--- src/rtl/corelet_if.sv ---
// corelet_if -- command, status and memory-strobe bundle of the corelet
// controller.
//
// Signals (direction as seen from the controller, i.e. the slave modport):
//   in : start, acc_mode, w_base, a_base, p_base, ofifo_valid
//   out: xmem_rd, xmem_addr, l0_wr, l0_rd, inst_w, ofifo_rd, pmem_rd,
//        pmem_wr, pmem_raddr, pmem_waddr, sfp_acc_en, busy, done, state
//
// ofifo_valid / ofifo_rd form the only handshake: ofifo_valid means the
// OFIFO holds a complete row; a row is popped in every cycle where
// ofifo_rd=1, and ofifo_rd is only ever high while ofifo_valid is high.
//
// state is a debug view of the FSM: 0 IDLE, 1 WLOAD, 2 WKERN, 3 WSETTLE,
// 4 ALOAD, 5 AEXEC, 6 DRAIN, 7 DONE.
interface corelet_if #(
  parameter int addr_bw = 11
);
  logic               start;
  logic               acc_mode;
  logic [addr_bw-1:0] w_base;
  logic [addr_bw-1:0] a_base;
  logic [addr_bw-1:0] p_base;
  logic               ofifo_valid;

  logic               xmem_rd;
  logic [addr_bw-1:0] xmem_addr;
  logic               l0_wr;
  logic               l0_rd;
  logic [1:0]         inst_w;
  logic               ofifo_rd;
  logic               pmem_rd;
  logic               pmem_wr;
  logic [addr_bw-1:0] pmem_raddr;
  logic [addr_bw-1:0] pmem_waddr;
  logic               sfp_acc_en;
  logic               busy;
  logic               done;
  logic [2:0]         state;

  // Side that issues passes and observes the strobes.
  modport master (
    output start, acc_mode, w_base, a_base, p_base, ofifo_valid,
    input  xmem_rd, xmem_addr, l0_wr, l0_rd, inst_w, ofifo_rd, pmem_rd,
           pmem_wr, pmem_raddr, pmem_waddr, sfp_acc_en, busy, done, state
  );

  // The controller itself.
  modport slave (
    input  start, acc_mode, w_base, a_base, p_base, ofifo_valid,
    output xmem_rd, xmem_addr, l0_wr, l0_rd, inst_w, ofifo_rd, pmem_rd,
           pmem_wr, pmem_raddr, pmem_waddr, sfp_acc_en, busy, done, state
  );
endinterface

--- src/rtl/corelet_ctrl.sv ---
// corelet_ctrl -- sequencer for one corelet pass:
//   load col weight rows XMEM->L0, push them into the PE array (kernel load),
//   let the weights settle for row cycles, load len_nij activation vectors
//   XMEM->L0, execute them, then drain len_nij output rows from the OFIFO
//   through the SFP into PMEM (read psum, optionally accumulate, write back).
//
// Ports:
//   clk    single clock, rising edge
//   reset  synchronous, active-high; returns to IDLE with all outputs 0
//   bus    corelet_if.slave (command inputs, memory strobes, status)
//
// Parameters: row (PE rows), col (PE columns / weight rows), len_nij
// (activation vectors per pass, 1..63), addr_bw (address width).
module corelet_ctrl #(
  parameter int row     = 8,
  parameter int col     = 8,
  parameter int len_nij = 36,
  parameter int addr_bw = 11
) (
  input  logic     clk,
  input  logic     reset,
  corelet_if.slave bus
);

  typedef enum logic [2:0] {
    st_idle    = 3'd0,
    st_wload   = 3'd1,
    st_wkern   = 3'd2,
    st_wsettle = 3'd3,
    st_aload   = 3'd4,
    st_aexec   = 3'd5,
    st_drain   = 3'd6,
    st_done    = 3'd7
  } state_t;

  localparam int max_rc = (col > row) ? col : row;
  localparam int max_n  = (max_rc > len_nij) ? max_rc : len_nij;
  // Phase counter must reach col / len_nij (the last load cycle) plus one.
  localparam int cw     = $clog2(max_n + 2);
  localparam int kw     = $clog2(len_nij + 1);

  typedef logic [addr_bw-1:0] addr_t;
  typedef logic [cw-1:0]      cnt_t;
  typedef logic [kw-1:0]      k_t;

  state_t state_q;
  cnt_t   cnt;
  cnt_t   cnt_inc;
  k_t     k;

  // Latched pass configuration.
  logic  acc_q;
  addr_t w_base_q;
  addr_t a_base_q;
  addr_t p_base_q;

  // Drain pipeline: pop in t, SFP in t+1, PMEM write in t+2.
  logic  drain_en;
  logic  pop;
  logic  pop_d1;
  addr_t waddr_d1;

  // Output registers.
  logic       xmem_rd_q;
  addr_t      xmem_addr_q;
  logic       l0_wr_q;
  logic       l0_rd_q;
  logic [1:0] inst_w_q;
  addr_t      pmem_raddr_q;
  addr_t      pmem_waddr_q;
  logic       pmem_wr_q;
  logic       sfp_acc_en_q;
  logic       busy_q;
  logic       done_q;

  assign cnt_inc = cnt + cnt_t'(1);

  // The pop must follow ofifo_valid in the same cycle (a row can vanish or
  // arrive at any time), so it is a registered enable gated by the live
  // valid. drain_en already encodes "in DRAIN and k < len_nij".
  assign pop = drain_en & bus.ofifo_valid;

  always_ff @(posedge clk) begin
    if (reset) begin
      state_q      <= st_idle;
      cnt          <= '0;
      k            <= '0;
      acc_q        <= 1'b0;
      w_base_q     <= '0;
      a_base_q     <= '0;
      p_base_q     <= '0;
      drain_en     <= 1'b0;
      pop_d1       <= 1'b0;
      waddr_d1     <= '0;
      xmem_rd_q    <= 1'b0;
      xmem_addr_q  <= '0;
      l0_wr_q      <= 1'b0;
      l0_rd_q      <= 1'b0;
      inst_w_q     <= 2'b00;
      pmem_raddr_q <= '0;
      pmem_waddr_q <= '0;
      pmem_wr_q    <= 1'b0;
      sfp_acc_en_q <= 1'b0;
      busy_q       <= 1'b0;
      done_q       <= 1'b0;
    end else begin
      // Every branch below sets the outputs for the cycle it moves into,
      // so outputs line up with (state_q, cnt) of that cycle.
      xmem_rd_q    <= 1'b0;
      l0_wr_q      <= 1'b0;
      l0_rd_q      <= 1'b0;
      inst_w_q     <= 2'b00;
      done_q       <= 1'b0;
      sfp_acc_en_q <= pop & acc_q;
      pmem_wr_q    <= pop_d1;
      pop_d1       <= pop;
      if (pop)    waddr_d1     <= pmem_raddr_q;
      if (pop_d1) pmem_waddr_q <= waddr_d1;

      case (state_q)
        st_idle: begin
          if (bus.start) begin
            state_q     <= st_wload;
            cnt         <= '0;
            acc_q       <= bus.acc_mode;
            w_base_q    <= bus.w_base;
            a_base_q    <= bus.a_base;
            p_base_q    <= bus.p_base;
            busy_q      <= 1'b1;
            xmem_rd_q   <= 1'b1;
            xmem_addr_q <= bus.w_base;
          end
        end

        // Reads in cycles 0..col-1, L0 writes trail them by one cycle.
        st_wload: begin
          if (cnt == cnt_t'(col)) begin
            state_q  <= st_wkern;
            cnt      <= '0;
            l0_rd_q  <= 1'b1;
            inst_w_q <= 2'b01;
          end else begin
            cnt     <= cnt_inc;
            l0_wr_q <= 1'b1;
            if (cnt_inc < cnt_t'(col)) begin
              xmem_rd_q   <= 1'b1;
              xmem_addr_q <= w_base_q + addr_t'(cnt_inc);
            end
          end
        end

        st_wkern: begin
          if (cnt == cnt_t'(col - 1)) begin
            state_q <= st_wsettle;
            cnt     <= '0;
          end else begin
            cnt      <= cnt_inc;
            l0_rd_q  <= 1'b1;
            inst_w_q <= 2'b01;
          end
        end

        // Weights ripple down row PE rows before activations may follow.
        st_wsettle: begin
          if (cnt == cnt_t'(row - 1)) begin
            state_q     <= st_aload;
            cnt         <= '0;
            xmem_rd_q   <= 1'b1;
            xmem_addr_q <= a_base_q;
          end else begin
            cnt <= cnt_inc;
          end
        end

        st_aload: begin
          if (cnt == cnt_t'(len_nij)) begin
            state_q  <= st_aexec;
            cnt      <= '0;
            l0_rd_q  <= 1'b1;
            inst_w_q <= 2'b10;
          end else begin
            cnt     <= cnt_inc;
            l0_wr_q <= 1'b1;
            if (cnt_inc < cnt_t'(len_nij)) begin
              xmem_rd_q   <= 1'b1;
              xmem_addr_q <= a_base_q + addr_t'(cnt_inc);
            end
          end
        end

        st_aexec: begin
          if (cnt == cnt_t'(len_nij - 1)) begin
            state_q      <= st_drain;
            cnt          <= '0;
            k            <= '0;
            drain_en     <= 1'b1;
            pmem_raddr_q <= p_base_q;
          end else begin
            cnt      <= cnt_inc;
            l0_rd_q  <= 1'b1;
            inst_w_q <= 2'b10;
          end
        end

        // pmem_raddr always shows p_base+k; it stops advancing after the
        // last pop so it holds the last address actually read.
        st_drain: begin
          if (pop) begin
            k <= k + k_t'(1);
            if (k == k_t'(len_nij - 1)) begin
              drain_en <= 1'b0;
            end else begin
              pmem_raddr_q <= pmem_raddr_q + addr_t'(1);
            end
          end
          // k reached len_nij and the last pop is one stage in: its write
          // lands in the next cycle, which is the DONE cycle.
          if (pop_d1 && (k == k_t'(len_nij))) begin
            state_q <= st_done;
            done_q  <= 1'b1;
          end
        end

        st_done: begin
          state_q <= st_idle;
          busy_q  <= 1'b0;
        end

        default: begin
          state_q <= st_idle;
          busy_q  <= 1'b0;
        end
      endcase
    end
  end

  assign bus.xmem_rd    = xmem_rd_q;
  assign bus.xmem_addr  = xmem_addr_q;
  assign bus.l0_wr      = l0_wr_q;
  assign bus.l0_rd      = l0_rd_q;
  assign bus.inst_w     = inst_w_q;
  assign bus.ofifo_rd   = pop;
  assign bus.pmem_rd    = pop;
  assign bus.pmem_wr    = pmem_wr_q;
  assign bus.pmem_raddr = pmem_raddr_q;
  assign bus.pmem_waddr = pmem_waddr_q;
  assign bus.sfp_acc_en = sfp_acc_en_q;
  assign bus.busy       = busy_q;
  assign bus.done       = done_q;
  assign bus.state      = state_q;

endmodule

--- src/flat_wrapper.sv ---
// flat-port wrapper written by rule: the top's interface ports become plain ports
module corelet_ctrl_flat 
#(
  parameter int row     = 8,
  parameter int col     = 8,
  parameter int len_nij = 36,
  parameter int addr_bw = 11
)
  (clk, reset, bus_start, bus_acc_mode, bus_w_base, bus_a_base, bus_p_base, bus_ofifo_valid, bus_xmem_rd, bus_xmem_addr, bus_l0_wr, bus_l0_rd, bus_inst_w, bus_ofifo_rd, bus_pmem_rd, bus_pmem_wr, bus_pmem_raddr, bus_pmem_waddr, bus_sfp_acc_en, bus_busy, bus_done, bus_state);
  corelet_if #(.addr_bw(addr_bw)) bus_i ();
  input  logic clk;
  input  logic reset;
  input wire logic [$bits(bus_i.start)-1:0] bus_start;
  input wire logic [$bits(bus_i.acc_mode)-1:0] bus_acc_mode;
  input wire logic [$bits(bus_i.w_base)-1:0] bus_w_base;
  input wire logic [$bits(bus_i.a_base)-1:0] bus_a_base;
  input wire logic [$bits(bus_i.p_base)-1:0] bus_p_base;
  input wire logic [$bits(bus_i.ofifo_valid)-1:0] bus_ofifo_valid;
  output wire logic [$bits(bus_i.xmem_rd)-1:0] bus_xmem_rd;
  output wire logic [$bits(bus_i.xmem_addr)-1:0] bus_xmem_addr;
  output wire logic [$bits(bus_i.l0_wr)-1:0] bus_l0_wr;
  output wire logic [$bits(bus_i.l0_rd)-1:0] bus_l0_rd;
  output wire logic [$bits(bus_i.inst_w)-1:0] bus_inst_w;
  output wire logic [$bits(bus_i.ofifo_rd)-1:0] bus_ofifo_rd;
  output wire logic [$bits(bus_i.pmem_rd)-1:0] bus_pmem_rd;
  output wire logic [$bits(bus_i.pmem_wr)-1:0] bus_pmem_wr;
  output wire logic [$bits(bus_i.pmem_raddr)-1:0] bus_pmem_raddr;
  output wire logic [$bits(bus_i.pmem_waddr)-1:0] bus_pmem_waddr;
  output wire logic [$bits(bus_i.sfp_acc_en)-1:0] bus_sfp_acc_en;
  output wire logic [$bits(bus_i.busy)-1:0] bus_busy;
  output wire logic [$bits(bus_i.done)-1:0] bus_done;
  output wire logic [$bits(bus_i.state)-1:0] bus_state;
  assign bus_i.start = bus_start;
  assign bus_i.acc_mode = bus_acc_mode;
  assign bus_i.w_base = bus_w_base;
  assign bus_i.a_base = bus_a_base;
  assign bus_i.p_base = bus_p_base;
  assign bus_i.ofifo_valid = bus_ofifo_valid;
  assign bus_xmem_rd = bus_i.xmem_rd;
  assign bus_xmem_addr = bus_i.xmem_addr;
  assign bus_l0_wr = bus_i.l0_wr;
  assign bus_l0_rd = bus_i.l0_rd;
  assign bus_inst_w = bus_i.inst_w;
  assign bus_ofifo_rd = bus_i.ofifo_rd;
  assign bus_pmem_rd = bus_i.pmem_rd;
  assign bus_pmem_wr = bus_i.pmem_wr;
  assign bus_pmem_raddr = bus_i.pmem_raddr;
  assign bus_pmem_waddr = bus_i.pmem_waddr;
  assign bus_sfp_acc_en = bus_i.sfp_acc_en;
  assign bus_busy = bus_i.busy;
  assign bus_done = bus_i.done;
  assign bus_state = bus_i.state;
  corelet_ctrl #(.row(row), .col(col), .len_nij(len_nij), .addr_bw(addr_bw)) u_core (.clk(clk), .reset(reset), .bus(bus_i));
endmodule
--- config.mk ---
export PLATFORM = sky130hd
export DESIGN_NAME = corelet_ctrl_flat
export DESIGN_NICKNAME = d
export VERILOG_FILES = /design/src/rtl/corelet_if.sv /design/src/rtl/corelet_ctrl.sv /design/src/flat_wrapper.sv
export SDC_FILE = /design/constraint.sdc
export NUM_CORES = 1
export LEC_CHECK = 0
export BUFFER_PORTS_ARGS = -buffer_cell sky130_fd_sc_hd__buf_2
export CAP_MARGIN = 15
export CORE_MARGIN = 3
export CORE_UTILIZATION = 48
export CTS_CLUSTER_DIAMETER = 80
export CTS_CLUSTER_SIZE = 20
export DETAILED_ROUTE_END_ITERATION = 16
export PLACE_DENSITY_LB_ADDON = 0.3
export SYNTH_ARGS = -nofsm -noshare
export SYNTH_HDL_FRONTEND = slang
export SYNTH_SLANG_ARGS = --single-unit
--- constraint.sdc ---
create_clock -name clk -period 4.7 [get_ports clk]
set_clock_uncertainty 0.1 [all_clocks]
set_input_delay 0.94 -clock clk [delete_from_list [all_inputs] [get_ports clk]]
set_output_delay 0.94 -clock clk [all_outputs]
set_load 0.01 [all_outputs]
==> flow_summary.toml <==
[critical_path]
reg2reg_depth = 11
cp.required_ns = 4.91
critPathLaunch = "u_core.bus.state[2]"
r2r-start = "u_core.bus.state[2]"
reg2reg_to = "u_core.bus.xmem_addr[10]"
start_kind = "flop"
cp.arrival_ns = 3.91
cp-end-kind = "flop"
regToRegSetupSlack_ns = 1.00
critPathMaxFanout = 27
endpoint = "u_core.bus.xmem_addr[10]"
crit_type = "flop to flop"

[route]
num_vias = 5032
wl_um = 14900
wl_per_cell_um = 17.0
initialDrtViolationCount = 422
ant_nets = 0
drc = 0
first_pass_iters = 6
post_drt_via_cell_ratio = 5.76

[clocking]
cts_setup_buffers = 0
ctsHoldBuffers = 0
ctsResizeCount = 0
clkLatencyLatePin_ns = 0.40
clockBufferDepth = 2
cts.sinks = 104
htree_levels = 3
cts_tree = "built"
root_buffer = "clkbuf_8"
cts_made_buffers = 9
clk_pin_slew_ns = 0.11

[power_and_ir_drop]
irDropWorstVdd_mv = 0.237
p_per_area_nw_per_um2 = 458
power_leakage_uw = 0.00237

[sta]
max_slew_margin_pct = 32.2
fmax_ghz = 0.270
worst_slack_ns = 1.00
worst_pin_slew_ns = 1.01
setup_tns_ns = 0
hold_viol = 0
finalMaxSlewViolations = 0
rsz0062_at_grt = "no"
finalSetupViolCount = 0
post-route-min-period_ns = 3.70
timing.final.crit_share_pct = 78.7

[logic_synthesis]
yosysSeqAreaShare_pct = 38.7
synth_area_um2 = 5380
synth_seq_cells = 104
synthFlopType = "dfxtp_1"
synth_cell_types = 69
synth_top_cell_by_area = "dfxtp_1"
synth_warnings = 0
synthTopCellsByArea = "dfxtp_1 (39%), nand2_1 (10%), a21oi_1 (6.4%)"
synth_top_area_share_pct = 38.7
syn-num-nets = 728
synth_edf_count = 0
syn_area_per_cell_um2 = 7.99
async_flop_share_pct = 0
yosysMostFrequentCell = "nand2_1"
ys_top_cells_by_count = "nand2_1 (145), dfxtp_1 (104), a21oi_1 (69)"
synthCells = 673

[die]
ios = 85
start_util_pct = 49.4
die_area_um2 = 12500
die_w_um = 112
die_y_um = 112
row_count = 38
core_area_um2 = 10900

[placement]
place_ws_ns = 1.09
place_inst = 858
place_congestion = 0.926
dp_hpwl_um = 10600
port-buffer-count = 84

[worst_hold_path]
holdPathStages = 2
hold_start = "u_core.p_base_q[3]"
min_path_type = "flop to flop"

[cells_and_area]
drive_gt1_share_pct = 18.7
finalCoreUtilization_pct = 55.1
areaGrowthSynthToFinish_pct = 11.6
stdcell_count = 874
nets = 784
diodes = 0

[global_routing]
grt_pass1_wl_um = 23500
grt_max_degree = 63
grt_use_total_pct = 23.2
first_global_vias = 4577
grt_remaining_overflow = 0
antenna_found_initial = 0

[run_status]
status = "finished, final reports clean"

[flow_run]
cap_violations = 0
-- logic make-up (layout without fill, tap and decap cells) --
group	after synthesis	in the layout	synth area share, %
multiplexers	18	18	3.40
adder cells (fa/ha/maj)	17	17	4.09
AO/OA/AOI/OAI	185	185	23.7
flip-flops	104	104	38.7
buffers and inverters	60	121	5.00
AND/OR/NAND/NOR	279	279	23.5
XOR/XNOR	10	10	1.63
-- per-stage QoR --
| step | hold slack [ns] | total power, uW | area (um2) |
|---|---|---|---|
| 2_1_floorplan | 0.330 | 1890 | 5380 |
| 5_1_grt | 0.391 | 2920 | 6000 |
| 3_5_place_dp | 0.351 | 2200 | 5820 |
| 4_1_cts | 0.367 | 2750 | 6000 |
| 3_3_place_gp | 0.344 | 2190 | 5820 |
| 6_report | 0.365 | 2750 | 6000 |
-- layout make-up --
cell class	count	area, um2
Clock buffer	10	128
Clock inverter	6	60.1
Fill cell	1025	4880
Inverter	15	56.3
Multi-Input combinational cell	509	3030
Sequential cell	104	2080
Tap cell	140	175
Timing Repair Buffer	90	468
-- how the worst min path moves through the flow --
stage / to
2_1_floorplan: u_core.bus.sfp_acc_en
3_3_place_gp: u_core.waddr_d1[2]
3_5_place_dp: u_core.p_base_q[3]
4_1_cts: u_core.p_base_q[3]
5_1_grt: u_core.p_base_q[3]
6_report: u_core.p_base_q[3]
-- worst max-delay path, stage by stage (launching register included) --
cell	delay [ns]
dfxtp_1	0.82
nand2_1	0.49
nand2_1	0.18
nand2_1	0.07
ha_1	0.21
fa_1	0.43
a211oi_1	0.30
o21ai_0	0.13
o21ai_1	0.33
o31a_1	0.23
o21ai_1	0.08
a311oi_2	0.26
-- state kept, by name, indices dropped and copies added (netlist names), 11 cells and up --
| register | count |
|---|---|
| u_core.bus.pmem_waddr | 11 |
| u_core.p_base_q | 11 |
| u_core.a_base_q | 11 |
| u_core.w_base_q | 11 |
| u_core.bus.pmem_raddr | 11 |
| u_core.waddr_d1 | 11 |
| u_core.bus.xmem_addr | 11 |
-- routing by layer --
metal	global-route usage (%)	vias to the layer above	share of wire [%]
met3	5.92	24	7.9
met5	0	-	0
met2	35.5	185	46
met4	7.79	0	1.8
li1	-	2491	-
met1	32.0	2332	45
-- power breakdown --
part / internal [uW] / switching (uW) / total (uW)
logic: 393 / 679 / 1070
clock network: 205 / 344 / 549
registers: 1010 / 119 / 1130
total: 1610 / 1140 / 2750
-- cells in the final DEF, fill, tap and decap left out, types with 6 or more instances in the layout --
cell type	instances
nand2b_1	8
o21ai_0	23
nand2_1	145
o22ai_1	11
dfxtp_1	104
a22oi_1	10
nor2b_1	6
nand4_1	6
a311oi_2	8
nor3_1	8
nand3_1	19
buf_4	7
ha_1	16
a21oi_1	69
and3_1	10
a211oi_1	12
nor2_1	47
nor2_2	8
mux2i_1	16
inv_1	15
clkbuf_8	9
buf_2	83
Note: power is estimated with default switching activity, not from simulation.
